$ cat config.mk
export PLATFORM = sky130hd
export DESIGN_NAME = gate_vector_sequencer
export DESIGN_NICKNAME = d
export VERILOG_FILES = /design/src/rtl/gate_vector_sequencer.sv
export SDC_FILE = /design/constraint.sdc
export NUM_CORES = 1
export LEC_CHECK = 0
export ABC_AREA = 1
export BUFFER_PORTS_ARGS = -buffer_cell sky130_fd_sc_hd__buf_2
export CELL_PAD_IN_SITES_DETAIL_PLACEMENT = 0
export CELL_PAD_IN_SITES_GLOBAL_PLACEMENT = 1
export CORE_MARGIN = 8
export CORE_UTILIZATION = 39
export CTS_CLUSTER_DIAMETER = 40
export DETAILED_ROUTE_END_ITERATION = 10
export PLACE_DENSITY = 0.71
export REMOVE_ABC_BUFFERS = 1
export SLEW_MARGIN = 5
export SYNTH_ARGS = -nofsm -noshare
export SYNTH_HDL_FRONTEND = slang
export SYNTH_SLANG_ARGS = --single-unit
export TNS_END_PERCENT = 20
$ cat constraint.sdc
create_clock -name clk -period 3.6 [get_ports clk]
set_input_delay 0.72 -clock clk [delete_from_list [all_inputs] [get_ports clk]]
set_output_delay 0.72 -clock clk [all_outputs]
set_load 0.1 [all_outputs]
$ cat src/rtl/gate_vector_sequencer.sv
`default_nettype none
// ============================================================================
//  Module      : gate_vector_sequencer
//  Description : Self-checking stimulus sequencer for the two-input gate leaf
//                (c = ~b, d = a & b). Walks the four {a,b} combinations,
//                waits a settle time, samples the leaf outputs and compares
//                them with the expected values. Reports a saturating error
//                count, a sticky per-vector failure mask and pass/fail.
//  Revision    : 1.0 - initial release
// ============================================================================
module gate_vector_sequencer #(
   parameter int DWELL  = 4,   // settle cycles between drive and sample, 0..255
   parameter int REPEAT = 1,   // full 4-vector passes per run, 1..255
   parameter int ERR_W  = 8    // error counter width
) (
   input  logic             clk,
   input  logic             rst_n,
   input  logic             start,
   input  logic             abort,
   output logic             a_out,
   output logic             b_out,
   input  logic             c_in,
   input  logic             d_in,
   output logic             busy,
   output logic             done,
   output logic             pass,
   output logic [ERR_W-1:0] err_cnt,
   output logic [3:0]       fail_mask,
   output logic [1:0]       vec_idx
);

   // Counter loads and limits, narrowed once so the FSM compares like widths
   localparam logic [7:0]       DWELL_V   = 8'(DWELL);
   localparam logic [7:0]       LAST_PASS = 8'(REPEAT - 1);
   localparam logic [ERR_W-1:0] ERR_MAX   = '1;

   typedef enum logic [2:0] {
      S_IDLE   = 3'd0,
      S_DRIVE  = 3'd1,
      S_SETTLE = 3'd2,
      S_SAMPLE = 3'd3,
      S_DONE   = 3'd4
   } state_t;

   state_t     state;
   logic [7:0] dwell_cnt;
   logic [7:0] pass_cnt;
   logic       mismatch;
   logic       running;

   // Leaf response check against the vector currently held on a_out/b_out;
   // a miss on c, d or both is a single error
   assign mismatch = (c_in != ~b_out) || (d_in != (a_out & b_out));

   // Active part of a run, decoded from the registered state
   assign running = (state == S_DRIVE) || (state == S_SETTLE) || (state == S_SAMPLE);
   assign busy    = running;

   // Sequencer FSM with all outputs registered
   always_ff @(posedge clk or negedge rst_n) begin
      if (!rst_n) begin
         state     <= S_IDLE;
         a_out     <= 1'b0;
         b_out     <= 1'b0;
         done      <= 1'b0;
         pass      <= 1'b0;
         err_cnt   <= '0;
         fail_mask <= 4'b0000;
         vec_idx   <= 2'd0;
         dwell_cnt <= 8'd0;
         pass_cnt  <= 8'd0;
      end else begin
         done <= 1'b0;
         if (running && abort) begin
            // Abort beats everything else, including the final sample;
            // partial error results are left visible
            state   <= S_IDLE;
            a_out   <= 1'b0;
            b_out   <= 1'b0;
            vec_idx <= 2'd0;
         end else begin
            case (state)
               S_IDLE: begin
                  if (start) begin
                     state     <= S_DRIVE;
                     err_cnt   <= '0;
                     fail_mask <= 4'b0000;
                     pass      <= 1'b0;
                     vec_idx   <= 2'd0;
                     pass_cnt  <= 8'd0;
                  end
               end
               S_DRIVE: begin
                  a_out     <= vec_idx[1];
                  b_out     <= vec_idx[0];
                  dwell_cnt <= DWELL_V;
                  state     <= (DWELL_V == 8'd0) ? S_SAMPLE : S_SETTLE;
               end
               S_SETTLE: begin
                  // Counter enters at DWELL; leaving at 1 gives DWELL cycles here
                  dwell_cnt <= dwell_cnt - 8'd1;
                  if (dwell_cnt <= 8'd1) begin
                     state <= S_SAMPLE;
                  end
               end
               S_SAMPLE: begin
                  if (mismatch) begin
                     if (err_cnt != ERR_MAX) begin
                        err_cnt <= err_cnt + 1'b1;
                     end
                     fail_mask[vec_idx] <= 1'b1;
                  end
                  if (vec_idx != 2'd3) begin
                     vec_idx <= vec_idx + 2'd1;
                     state   <= S_DRIVE;
                  end else if (pass_cnt == LAST_PASS) begin
                     state <= S_DONE;
                     done  <= 1'b1;
                  end else begin
                     pass_cnt <= pass_cnt + 8'd1;
                     vec_idx  <= 2'd0;
                     state    <= S_DRIVE;
                  end
               end
               S_DONE: begin
                  // err_cnt already includes the final sample here
                  pass  <= (err_cnt == '0);
                  state <= S_IDLE;
               end
               default: begin
                  state <= S_IDLE;
               end
            endcase
         end
      end
   end

endmodule
`default_nettype wire

==> run summary <==
Post-CTS Repair Setup Buffers: 0
Antenna diode count: 0
H-Tree Level Count: 2
Reg clk slew, reported paths: 0.08 ns
Die Span X: 92.3 um
Setup TNS: 0 ns
Setup ws final: 1.52 ns
Commonest cells post-synth: 94 x nand2_1, 37 x dfrtp_1, 37 x nor2_1
Pleak: 1.36 nW
Max IR drop VDD: 0.431 mV
Final Skew: 0.00944 ns
Seq. cell area: 926 um2
Grt total ovfl: 0
Worst-Skew Late Latency: 0.29 ns
Tmin final: 2.08 ns
Cell Area, Synth: 0.00227 mm2
Top-count cell post-synth: nand2_1
Inserted Clock Buffers: 5
Async set-or-reset flop fraction in the synthesized netlist: 1.00
CTS root buffer: clkbuf_8
Syn_area_per_cell: 7.37 um2
Starting Density: 0.407
Post-synth EDFFs: 0
DP Worst Slack: 1.78 ns
GRT Overall Usage: 0.130
Vias in the first global route: 1891
Yosys warns: 0
FP Rows: 27
PortBufs: 24
Routed vias: 1914
Status: completed
Hold buffer count at cts: 0
Layout fillers: 576
Critical path capture point type: output port
Routed len/inst: 12.3 um
Nets: 353
RD Place Congestion: 0.780
Startpoint Class: flip-flop
CTS tree: done
Fmax: 0.481 GHz
RSZ-0062 raised after global routing: no
Post-CTS sizing: 0
Top post-synthesis cells by area: dfrtp_1 41%, nand2_1 16%, nand3_1 7.1%, nor2_1 6.1%, inv_1 6.0%
Endpoints failing setup: 0
Area taken by multi-input logic gates: 0.00118 mm2
Layout Area Growth over Synthesis: 14.5%
Critical path type: flip-flop to output port
Hold Crit Class: flip-flop to flip-flop
Vias/cell: 4.67
Top_reg_cell synth: dfrtp_1
DRC Markers: 0
Seq/Total Area, Yosys: 0.408
Final period utilization: 0.577
R2R Setup Slk: 1.79 ns
Share of layout cells above drive strength 1: 0.133
Power per cell area: 695 mW/mm2
Post-DRT Antenna Nets: 0
CTS sink cnt: 37
Drt first pass iters: 4
CORE AREA: 0.00557 mm2
Synth Instances: 308
Synth cell types: 26
Actual slew at the worst max-slew pin: 0.860 ns
CTS Buffer Depth: 2
Post-Route WL: 5.04 mm
First-pass GRT wire length: 9.11 mm
Die Ht: 92.3 um
Flops & latches, synth: 37
Final hold vios: 0
Largest net degree at the start of global routing: 38
Post-synth top area share: 0.408
Area leader, netlist: dfrtp_1
I/O pins: 25
Dpl hpwl: 3.69 mm
Worst-path fanout max: 5
Initial antenna violation count: 0
Number of max-cap violations: 0
Critical Path RT: 2.88 ns
Worst Path Arrival: 1.36 ns
DRC violation total after the first TritonRoute iteration: 82
Rel. slew slack: 0.427
Die area: 0.00851 mm2
Pins Over Slew Limit: 0
-- stage by stage --
stage               power (mW)  instance area [um2]  hold WS [ns]  utilization  cells
finish                    1.80                 2600         0.508        0.466    410
global route              1.95                 2600         0.527        0.466    410
CTS                       1.83                 2600         0.502        0.466    410
global placement          1.39                 2460         0.472        0.442    402
detailed placement        1.39                 2460         0.481        0.442    402
floorplan                 1.21                 2250         0.424            -    306
-- per-layer routing --
metal | up-vias | global-route usage | routed length [um]
li1 | 1042 | - | -
met1 | 848 | 0.181 | 2740
met2 | 22 | 0.193 | 2070
met3 | 2 | 0.0350 | 198
met4 | 0 | 0.0322 | 29
met5 | - | 0 | 0
-- cell type report --
type                    instances  area share
repair buffers                 24      0.0463
multi-input cells             230       0.453
clock inverters                 3      0.0251
clock buffers                   5      0.0265
inverters                      39      0.0573
well taps                      72      0.0347
flip-flops and latches         37       0.357
-- critical path: stages, from the launching register on --
cell	delay (ns)
dfrtp_1	0.44
nor2_2	0.10
nor2_1	0.10
buf_2	0.44
-- cells by family after synthesis --
kind of cell / count (synthesis) / share of synthesized area
AO/OA/AOI/OAI: 29 / 0.0678
XOR/XNOR: 7 / 0.0270
adder cells (fa/ha/maj): 10 / 0.0552
buffers and inverters: 41 / 0.0728
flip-flops: 37 / 0.408
AND/OR/NAND/NOR: 184 / 0.369
-- final timing paths --
kind                            cells past startpoint                     start                       end
worst max-delay path                                3      state[0]$_DFFE_PN0P_                      busy
worst max register to register                      8      state[2]$_DFFE_PN0P_    err_cnt[5]$_DFFE_PN0P_
min in group asynchronous                           1                     rst_n  dwell_cnt[6]$_DFFE_PN0P_
max in group asynchronous                           1                     rst_n    err_cnt[7]$_DFFE_PN0P_
worst min register to register                      2  dwell_cnt[6]$_DFFE_PN0P_  dwell_cnt[6]$_DFFE_PN0P_
worst min-delay path                                2  dwell_cnt[6]$_DFFE_PN0P_  dwell_cnt[6]$_DFFE_PN0P_
-- registers in the layout, indices dropped and copies added, names as in the netlist --
signal	flops
a_out	1
err_cnt	8
pass_cnt	8
vec_idx	2
pass	1
state	3
dwell_cnt	8
b_out	1
fail_mask	4
done	1
-- cell usage in the layout (no fill, tap or decap), drive strengths merged --
cell,synthesis,layout
nor2,41,41
a21oi,3,3
o21bai,1,1
o22ai,3,3
xor2,5,5
o21ai,21,21
nor3b,1,1
buf,2,24
clkinv,0,1
nor3,3,3
nand3,37,37
o211ai,1,1
bufinv,0,2
xnor2,2,2
dfrtp,37,37
ha,10,10
nand4,7,7
nand2,95,95
inv,39,39
clkbuf,0,5
-- report_power, final --
group          internal, mW  switching [mW]
logic                 0.191           0.629
registers             0.483          0.0693
clock network         0.275           0.157
Power figures use the tool's default switching activity.
